[src/rtl/ha_fault_monitor.sv]
// ha_fault_monitor: drives the four half-adder input vectors into an external DUT,
// counts output mismatches and (with HA_STUCK_DIAG_EN defined) diagnoses stuck-at outputs.
`default_nettype none

module ha_fault_monitor #(
    parameter int unsigned SETTLE = 2,
    parameter int unsigned ROUNDS = 1
) (
    input  logic       clk,
    input  logic       rst_n,
    input  logic       start_i,
    input  logic       dut_sum_i,
    input  logic       dut_carry_i,
    output logic       a_o,
    output logic       b_o,
    output logic       busy_o,
    output logic       done_o,
    output logic       pass_o,
    output logic [7:0] err_count_o,
    output logic [3:0] fault_flags_o,
    output logic [1:0] first_fail_o,
    output logic       sum_stuck0_o,
    output logic       sum_stuck1_o,
    output logic       carry_stuck0_o,
    output logic       carry_stuck1_o
);

    localparam logic [3:0] C_SETTLE = 4'(SETTLE);
    localparam logic [7:0] C_ROUNDS = 8'(ROUNDS);

    typedef enum logic [1:0] {
        S_IDLE   = 2'd0,
        S_SETTLE = 2'd1,
        S_CHECK  = 2'd2,
        S_DONE   = 2'd3
    } state_t;

    state_t     state_q, state_d;
    logic [1:0] vec_q, vec_d;
    logic [3:0] cnt_q, cnt_d;
    logic [7:0] round_q, round_d;
    logic [7:0] err_q, err_d;
    logic [3:0] flags_q, flags_d;
    logic [1:0] ff_q, ff_d;
    logic       busy_q, busy_d;
    logic       done_q, done_d;
    logic       pass_q, pass_d;

    logic w_accept;
    logic w_mismatch;
    logic w_finish;

    assign w_accept   = ((state_q == S_IDLE) || (state_q == S_DONE)) && start_i;
    assign w_mismatch = (dut_sum_i != (vec_q[1] ^ vec_q[0])) || (dut_carry_i != (vec_q[1] & vec_q[0]));
    assign w_finish   = (state_q == S_CHECK) && (vec_q == 2'd3) && ((round_q + 8'd1) == C_ROUNDS);

    always_ff @(posedge clk) begin
        if (!rst_n) begin
            state_q <= S_IDLE;
            vec_q   <= 2'd0;
            cnt_q   <= 4'd0;
            round_q <= 8'd0;
            err_q   <= 8'd0;
            flags_q <= 4'd0;
            ff_q    <= 2'd0;
            busy_q  <= 1'b0;
            done_q  <= 1'b0;
            pass_q  <= 1'b0;
        end else begin
            state_q <= state_d;
            vec_q   <= vec_d;
            cnt_q   <= cnt_d;
            round_q <= round_d;
            err_q   <= err_d;
            flags_q <= flags_d;
            ff_q    <= ff_d;
            busy_q  <= busy_d;
            done_q  <= done_d;
            pass_q  <= pass_d;
        end
    end

    always_comb begin
        state_d = state_q;
        vec_d   = vec_q;
        cnt_d   = cnt_q;
        round_d = round_q;
        err_d   = err_q;
        flags_d = flags_q;
        ff_d    = ff_q;
        busy_d  = busy_q;
        done_d  = done_q;
        pass_d  = pass_q;
        case (state_q)
            S_IDLE, S_DONE: begin
                if (start_i) begin
                    state_d = S_SETTLE;
                    vec_d   = 2'd0;
                    cnt_d   = C_SETTLE;
                    round_d = 8'd0;
                    err_d   = 8'd0;
                    flags_d = 4'd0;
                    ff_d    = 2'd0;
                    busy_d  = 1'b1;
                    done_d  = 1'b0;
                    pass_d  = 1'b0;
                end
            end
            S_SETTLE: begin
                cnt_d = cnt_q - 4'd1;
                if (cnt_q == 4'd1) begin
                    state_d = S_CHECK;
                end
            end
            S_CHECK: begin
                if (w_mismatch) begin
                    if (err_q != 8'hFF) begin
                        err_d = err_q + 8'd1;
                    end
                    flags_d[vec_q] = 1'b1;
                    // err_q never returns to zero inside a campaign, so it marks the first miss
                    if (err_q == 8'd0) begin
                        ff_d = vec_q;
                    end
                end
                if (vec_q != 2'd3) begin
                    vec_d   = vec_q + 2'd1;
                    cnt_d   = C_SETTLE;
                    state_d = S_SETTLE;
                end else if (w_finish) begin
                    state_d = S_DONE;
                    busy_d  = 1'b0;
                    done_d  = 1'b1;
                    pass_d  = (err_d == 8'd0);
                end else begin
                    round_d = round_q + 8'd1;
                    vec_d   = 2'd0;
                    cnt_d   = C_SETTLE;
                    state_d = S_SETTLE;
                end
            end
            default: state_d = S_IDLE;
        endcase
    end

    assign a_o           = vec_q[1];
    assign b_o           = vec_q[0];
    assign busy_o        = busy_q;
    assign done_o        = done_q;
    assign pass_o        = pass_q;
    assign err_count_o   = err_q;
    assign fault_flags_o = flags_q;
    assign first_fail_o  = ff_q;

`ifdef HA_STUCK_DIAG_EN
    // seen: [0] sum=0, [1] sum=1, [2] carry=0, [3] carry=1
    logic [3:0] seen_q, seen_d;
    logic [3:0] stuck_q, stuck_d;

    always_ff @(posedge clk) begin
        if (!rst_n) begin
            seen_q  <= 4'd0;
            stuck_q <= 4'd0;
        end else begin
            seen_q  <= seen_d;
            stuck_q <= stuck_d;
        end
    end

    always_comb begin
        seen_d  = seen_q;
        stuck_d = stuck_q;
        if (w_accept) begin
            seen_d  = 4'd0;
            stuck_d = 4'd0;
        end else if (state_q == S_CHECK) begin
            seen_d[{1'b0, dut_sum_i}]   = 1'b1;
            seen_d[{1'b1, dut_carry_i}] = 1'b1;
            if (w_finish) begin
                stuck_d = {~seen_d[2], ~seen_d[3], ~seen_d[0], ~seen_d[1]};
            end
        end
    end

    assign sum_stuck0_o   = stuck_q[0];
    assign sum_stuck1_o   = stuck_q[1];
    assign carry_stuck0_o = stuck_q[2];
    assign carry_stuck1_o = stuck_q[3];
`else
    assign sum_stuck0_o   = 1'b0;
    assign sum_stuck1_o   = 1'b0;
    assign carry_stuck0_o = 1'b0;
    assign carry_stuck1_o = 1'b0;
`endif

endmodule

`default_nettype wire

[config.mk]
export PLATFORM = sky130hd
export DESIGN_NAME = ha_fault_monitor
export DESIGN_NICKNAME = d
export VERILOG_FILES = /design/src/rtl/ha_fault_monitor.sv
export SDC_FILE = /design/constraint.sdc
export NUM_CORES = 1
export LEC_CHECK = 0
export ABC_AREA = 1
export CELL_PAD_IN_SITES_DETAIL_PLACEMENT = 1
export CELL_PAD_IN_SITES_GLOBAL_PLACEMENT = 2
export CORE_MARGIN = 2
export CORE_UTILIZATION = 33
export CTS_BUF_LIST = sky130_fd_sc_hd__clkbuf_4 sky130_fd_sc_hd__clkbuf_8
export CTS_CLUSTER_SIZE = 12
export DETAILED_ROUTE_END_ITERATION = 10
export PLACE_DENSITY = 0.95
export SETUP_SLACK_MARGIN = 0.05
export SLEW_MARGIN = 10
export SYNTH_ARGS = -nofsm -noshare
export SYNTH_HDL_FRONTEND = slang
export SYNTH_SLANG_ARGS = --single-unit
export TNS_END_PERCENT = 100
[constraint.sdc]
create_clock -name clk -period 4.01 [get_ports clk]
set_input_delay 0.802 -clock clk [delete_from_list [all_inputs] [get_ports clk]]
set_output_delay 0.802 -clock clk [all_outputs]
set_load 0.05 [all_outputs]
==> results.py, run 1 <==
metrics = {
    "critical_path": {
        "critPathSlowestCell": "clkdlybuf4s50_1",
        "slowest_delay_ns": 0.86,
        "critical-path-top-delay-family": "buffers and inverters",
        "r2r_setup_slack_ns": 1.61,
        "arrival_ns": 1.65,
        "rr_startpoint": "state_q[0]",
        "crit_start": "err_count_o[0]",
        "r2r_end": "round_q[7]",
        "worstPathCellList": "clkdlybuf4s50_1",
        "reg2regPathDepth": 12,
        "crit_end": "err_count_o[0]",
        "crit_buf_inv": 1,
        "critPathMaxFanout": 8,
        "path_class": "flip-flop to output pin",
        "end_kind": "output pin",
        "crit_path_start_kind": "flip-flop",
        "required_ns": 3.21,
        "worst-path-stages": 1,
    },
    "synth": {
        "syn_inst": 325,
        "syn-cell-area_um2": 2090,
        "synth_cell_types": 26,
        "yosysSeqAreaShare_pct": 31.6,
        "syn_area_per_cell_um2": 6.43,
        "ys_ff_latch": 33,
        "yosys_warnings": 0,
    },
    "global_routing": {
        "antenna_found_initial": 0,
        "grt_pass1_wl_um": 9550,
        "grt_overflow": 0,
        "grt_max_degree": 22,
        "track_usage_pct": 16.4,
        "grt_pass1_vias": 2093,
    },
    "power_and_ir_drop": {
        "power.density_nw_per_um2": 403,
        "leakagePower_nw": 1.08,
        "p_int_w": 0.000672,
        "peakVddDrop_uv": 317,
        "switching_power_w": 0.000334,
        "pwr-share-clk_pct": 37.7,
        "combPwrFrac_pct": 25.4,
        "power_frac_seq_pct": 36.9,
        "swShare_pct": 33.2,
    },
    "clocking": {
        "cts_resized": 0,
        "cts_root_buf": "clkbuf_8",
        "post-cts-setup-buffers": 0,
        "clock_latency_ns": 0.29,
        "cts_max_level": 2,
        "cts_made_buffers": 5,
        "hold_buffers": 0,
        "clk_pin_slew_ns": 0.08,
        "clockBufferDepth": 2,
        "cts.sinks": 33,
        "cts_tree": "yes",
    },
    "sta": {
        "rsz0062_at_grt": "no",
        "whs_ns": 0.457,
        "slew_viol_final": 0,
        "max_freq_mhz": 408,
        "setup_tns_ns": 0,
        "fin_crit_ns": 2.45,
        "slew_headroom_pct": 48.2,
        "skew_ns": 0.00715,
        "fin_crit_sh_pct": 61.2,
        "hold_viol": 0,
        "worst_slew_pin_slew_ns": 0.776,
        "report.final.setup_viol": 0,
    },
    "cells_and_area": {
        "drive_above_1_share_pct": 8.60,
        "final_common_cell": "nand2_1",
        "final_core_util_pct": 41.4,
        "fin_nets": 366,
        "area_growth_pct": 19.5,
        "num_antenna_cells": 0,
        "fillers": 790,
        "final_cell_mix": "nand2_1 (93), inv_1 (47), nand3_1 (36), dfxtp_1 (33), a21oi_1 (25)",
    },
    "detailed_routing": {
        "dr.pass1.iters": 4,
        "final_antenna_net_count": 0,
        "drc_errors": 0,
        "viasPerCell": 4.87,
        "wl_per_cell_um": 13.0,
        "vias": 2066,
        "drt_iter0_markers": 78,
        "wl_um": 5490,
    },
    "floorplanning": {
        "rows": 28,
        "die_w_um": 83.6,
        "die_height_um": 83.6,
        "initial_utilization_pct": 34.7,
        "core_area_um2": 6030,
        "fp.dieArea_um2": 6980,
        "boundaryPins": 28,
    },
    "job": {
        "max-cap-violations": 0,
    },
    "place": {
        "portBuffers": 23,
        "gp_congestion": 0.828,
        "place.detailed.hpwl_um": 4290,
    },
    "outcome": {
        "status": "finished clean",
    },
    "worst_hold_path": {
        "hp-class": "flip-flop to flip-flop",
    },
}
state kept, by name, indices dropped and copies added, names as in the netlist:
name,count
fault_flags_o,4
cnt_q,4
first_fail_o,2
done_o,1
pass_o,1
err_count_o,8
busy_o,1
round_q,8
state_q,2
vec_q,2
metal layers:
layer	global-route usage, %	up-vias	part of all wire (%)
met5	0	-	0
li1	-	1057	-
met3	2.97	5	3.1
met2	26.7	30	46
met1	22.3	974	50
met4	4.55	0	0.82
stage by stage:
stage          setup WS (ns)  cell area, um^2  std cells  total power (W)
2_1_floorplan           1.84             2100        328         0.000573
3_3_place_gp            1.47             2360        416         0.000624
3_5_place_dp            1.35             2360        416         0.000634
4_1_cts                 1.54             2500        424          0.00101
5_1_grt                 1.37             2500        424          0.00106
6_report                1.56             2500        424          0.00101
power by group through the flow:
stage                     combinational [W]  sequential (W)  clock, W
after floorplan                    0.000174        0.000399         0
after global placement             0.000246        0.000378         0
final                              0.000256        0.000371  0.000379
after global routing               0.000288        0.000375  0.000397
after detailed placement           0.000255        0.000379         0
after CTS                          0.000258        0.000371  0.000384
how the worst min path moves through the flow:
stage               slack [ns]               end        startpoint  cells after the start
global route              0.49            done_o            done_o                      2
floorplan                 0.46          cnt_q[0]          cnt_q[0]                      2
CTS                       0.46  fault_flags_o[2]  fault_flags_o[2]                      2
finish                    0.46  fault_flags_o[2]  fault_flags_o[2]                      2
global placement          0.44  fault_flags_o[3]  fault_flags_o[3]                      2
detailed placement        0.45  fault_flags_o[2]  fault_flags_o[2]                      2
synthesized netlist by cell type:
cell,count,area share (%)
a21oi_1,25,6.0
a21oi_2,6,2.5
a2bb2oi_1,1,0.42
buf_2,1,0.24
buf_4,4,1.4
buf_6,1,0.54
clkbuf_1,4,0.72
clkinv_1,1,0.18
conb_1,1,0.18
dfxtp_1,33,32
ha_1,13,7.8
inv_1,47,8.4
inv_2,5,0.90
nand2_1,93,17
nand2_2,3,0.90
nand2_4,1,0.54
nand3_1,36,8.6
nand4_1,5,1.5
nor2_1,23,4.1
nor2_2,4,1.2
nor2_4,2,1.1
o21ai_0,5,1.2
o21ai_1,6,1.4
o22ai_1,2,0.60
or2_2,1,0.30
xor2_1,2,0.84
area by class of cell:
type                    instances  area (um^2)  area share (%)
well taps                      75         93.8            3.76
flip-flops and latches         33          661            26.5
inverters                      53          199            7.97
clock buffers                   5         68.8            2.76
repair buffers                 23          230            9.22
multi-input cells             232         1180            47.2
clock inverters                 3         65.1            2.61
logic make-up (layout without fill, tap and decap cells):
group	after synthesis	after routing	synth area share (%)
other	1	4	0.179
adders and majority gates	13	13	7.78
DFF	33	33	31.6
xor gates and xnor gates	2	2	0.838
buffers and inverters	63	84	12.5
and+or+nand+nor	168	168	35.0
AOI/OAI and AO/OA	45	45	12.2
No activity file was read; power rests on OpenSTA's default activity.
==> run 2: changes to the inputs <==
--- a/config.mk
+++ b/config.mk
@@ -9,11 +9,11 @@
 export CELL_PAD_IN_SITES_DETAIL_PLACEMENT = 1
 export CELL_PAD_IN_SITES_GLOBAL_PLACEMENT = 2
 export CORE_MARGIN = 2
-export CORE_UTILIZATION = 33
+export CORE_UTILIZATION = 28
 export CTS_BUF_LIST = sky130_fd_sc_hd__clkbuf_4 sky130_fd_sc_hd__clkbuf_8
 export CTS_CLUSTER_SIZE = 12
 export DETAILED_ROUTE_END_ITERATION = 10
-export PLACE_DENSITY = 0.95
+export PLACE_DENSITY = 0.88
 export SETUP_SLACK_MARGIN = 0.05
 export SLEW_MARGIN = 10
 export SYNTH_ARGS = -nofsm -noshare
==> constraint.sdc (replaced) <==
create_clock -name clk -period 2.25 [get_ports clk]
set_input_delay 0.45 -clock clk [delete_from_list [all_inputs] [get_ports clk]]
set_output_delay 0.45 -clock clk [all_outputs]
set_load 0.05 [all_outputs]
==> run 2 against run 1 <==
Against the previous run: critical path depth unchanged; sequential power up 77%; largest power group is now registers; largest cell class unchanged; register-to-register slack worse by 1.3 ns; non-clock buffer count up 8; wire length up 2.9%; setup slack worse by 1.4 ns.
==> results.py, run 2 (same netlist as run 1, synthesis figures left out) <==
metrics = {
    "global_routing": {
        "grt_overflow": 0,
        "grt_max_degree": 16,
        "busiest_layer": "met2",
        "grt_pass1_wl_um": 9730,
        "use_met3_pct": 3.76,
        "grt_pass1_vias": 2108,
        "gr-usage-met1_pct": 18.6,
        "antenna_found_initial": 0,
        "use_met2_pct": 25.6,
        "track_usage_pct": 14.9,
    },
    "critical_path": {
        "critical-path-top-delay-family": "buffers and inverters",
        "worstPathCellList": "clkdlybuf4s50_1",
        "path_class": "flip-flop to output pin",
        "crit_start": "err_count_o[3]",
        "slowest_delay_ns": 0.86,
        "crit_buf_inv": 1,
        "critPathMaxFanout": 7,
        "crit_end": "err_count_o[3]",
        "reg2regPathDepth": 12,
        "crit_path_start_kind": "flip-flop",
        "critPathSlowestCell": "clkdlybuf4s50_1",
        "r2r_end": "pass_o",
        "r2r_setup_slack_ns": 0.28,
        "arrival_ns": 1.61,
        "worst-path-stages": 1,
        "required_ns": 1.80,
        "end_kind": "output pin",
        "rr_startpoint": "vec_q[1]",
    },
    "sta": {
        "fin_crit_sh_pct": 91.5,
        "slew_headroom_pct": 64.2,
        "slew_viol_final": 0,
        "skew_ns": 0.00746,
        "fin_crit_ns": 2.06,
        "max_freq_mhz": 485,
        "rsz0062_at_grt": "no",
        "report.final.setup_viol": 0,
        "hold_viol": 0,
        "setup_tns_ns": 0,
        "worst_slew_pin_slew_ns": 0.531,
    },
    "clocking": {
        "clockBufferDepth": 2,
        "cts.sinks": 33,
        "clk_pin_slew_ns": 0.07,
        "post-cts-setup-buffers": 0,
        "cts_max_level": 2,
        "cts_root_buf": "clkbuf_8",
        "cts_tree": "yes",
        "cts_made_buffers": 5,
        "clock_latency_ns": 0.29,
    },
    "detailed_routing": {
        "drt_iter0_markers": 88,
        "wl_per_cell_um": 12.4,
        "vias": 2034,
        "drc_errors": 0,
        "final_antenna_net_count": 0,
        "wl_um": 5650,
        "viasPerCell": 4.46,
        "dr.pass1.iters": 4,
    },
    "power_and_ir_drop": {
        "p_int_w": 0.00100,
        "switching_power_w": 0.000599,
        "swShare_pct": 37.4,
        "power_frac_seq_pct": 40.9,
        "leakagePower_nw": 1.11,
        "power.density_nw_per_um2": 628,
        "pwr-share-clk_pct": 28.4,
        "combPwrFrac_pct": 30.6,
        "peakVddDrop_uv": 291,
    },
    "cells_and_area": {
        "area_growth_pct": 22.0,
        "fin_nets": 374,
        "drive_above_1_share_pct": 10.6,
        "final_cell_mix": "nand2_1 (93), inv_1 (47), nand3_1 (36), dfxtp_1 (33), a21oi_1 (25)",
        "layout.cells.non_filler": 456,
        "num_antenna_cells": 0,
        "fin_area_um2": 2550,
        "final_common_cell": "nand2_1",
    },
    "place": {
        "gp_congestion": 0.782,
        "placed_cell_area_um2": 2450,
        "place.detailed.hpwl_um": 4520,
        "post-place-cells": 448,
        "portBuffers": 23,
    },
    "job": {
        "max-cap-violations": 0,
    },
    "worst_hold_path": {
        "hp-class": "flip-flop to flip-flop",
    },
    "floorplanning": {
        "core_area_um2": 7250,
        "fp.dieArea_um2": 8170,
        "boundaryPins": 28,
        "die_w_um": 90.4,
        "rows": 31,
        "initial_utilization_pct": 28.8,
        "die_height_um": 90.4,
    },
    "outcome": {
        "status": "finished clean",
    },
}
[run 2: cell count changes in the layout (fill, tap and decap cells not counted), sizes merged]
cell / previous run / this run
buf: 0 / 8
bufinv: 2 / 0
clkbuf: 5 / 6
clkinv: 2 / 3
[run 2: area by class of cell]
cell class / count / area [um^2]
flip-flops and latches: 33 / 661
fillers: 957 / 4700
repair buffers: 31 / 290
inverters: 53 / 199
clock inverters: 2 / 10.0
well taps: 99 / 124
clock buffers: 6 / 76.3
multi-input cells: 232 / 1190
[run 2: per-layer routing]
layer,vias to the layer above,part of all wire (%)
met5,-,0
met4,0,1.2
met3,5,2.9
met2,23,46
met1,931,49
li1,1075,-
[run 2: what timing repair did]
action,in CTS,in global routing
setup endpoints to repair,0,7
hold buffers,0,0
gates resized for setup,0,2
[run 2: power by group through the flow]
stage	registers, W	logic (W)	clock network (W)
floorplan	0.000712	0.000309	0
global placement	0.000669	0.000474	0
detailed placement	0.000670	0.000488	0
finish	0.000656	0.000491	0.000455
global route	0.000661	0.000560	0.000499
CTS	0.000656	0.000491	0.000470
[run 2: through the flow]
step	hold WS [ns]	setup slack [ns]	total power (W)	utilization [%]
after floorplan	0.462	0.0791	0.00102	-
after global placement	0.441	0.125	0.00114	33.8
after detailed placement	0.444	0.0739	0.00116	33.8
after CTS	0.455	0.179	0.00162	35.0
after global routing	0.474	0.0635	0.00172	35.2
final	0.452	0.190	0.00160	35.2
[run 2: worst min path at each step]
| stage | startpoint | to | slack (ns) | depth (start not counted) |
|---|---|---|---|---|
| 2_1_floorplan | cnt_q[0] | cnt_q[0] | 0.46 | 2 |
| 3_3_place_gp | fault_flags_o[0] | fault_flags_o[0] | 0.44 | 2 |
| 3_5_place_dp | fault_flags_o[3] | fault_flags_o[3] | 0.44 | 2 |
| 4_1_cts | fault_flags_o[3] | fault_flags_o[3] | 0.46 | 2 |
| 5_1_grt | fault_flags_o[3] | fault_flags_o[3] | 0.47 | 2 |
| 6_report | fault_flags_o[0] | fault_flags_o[0] | 0.45 | 2 |
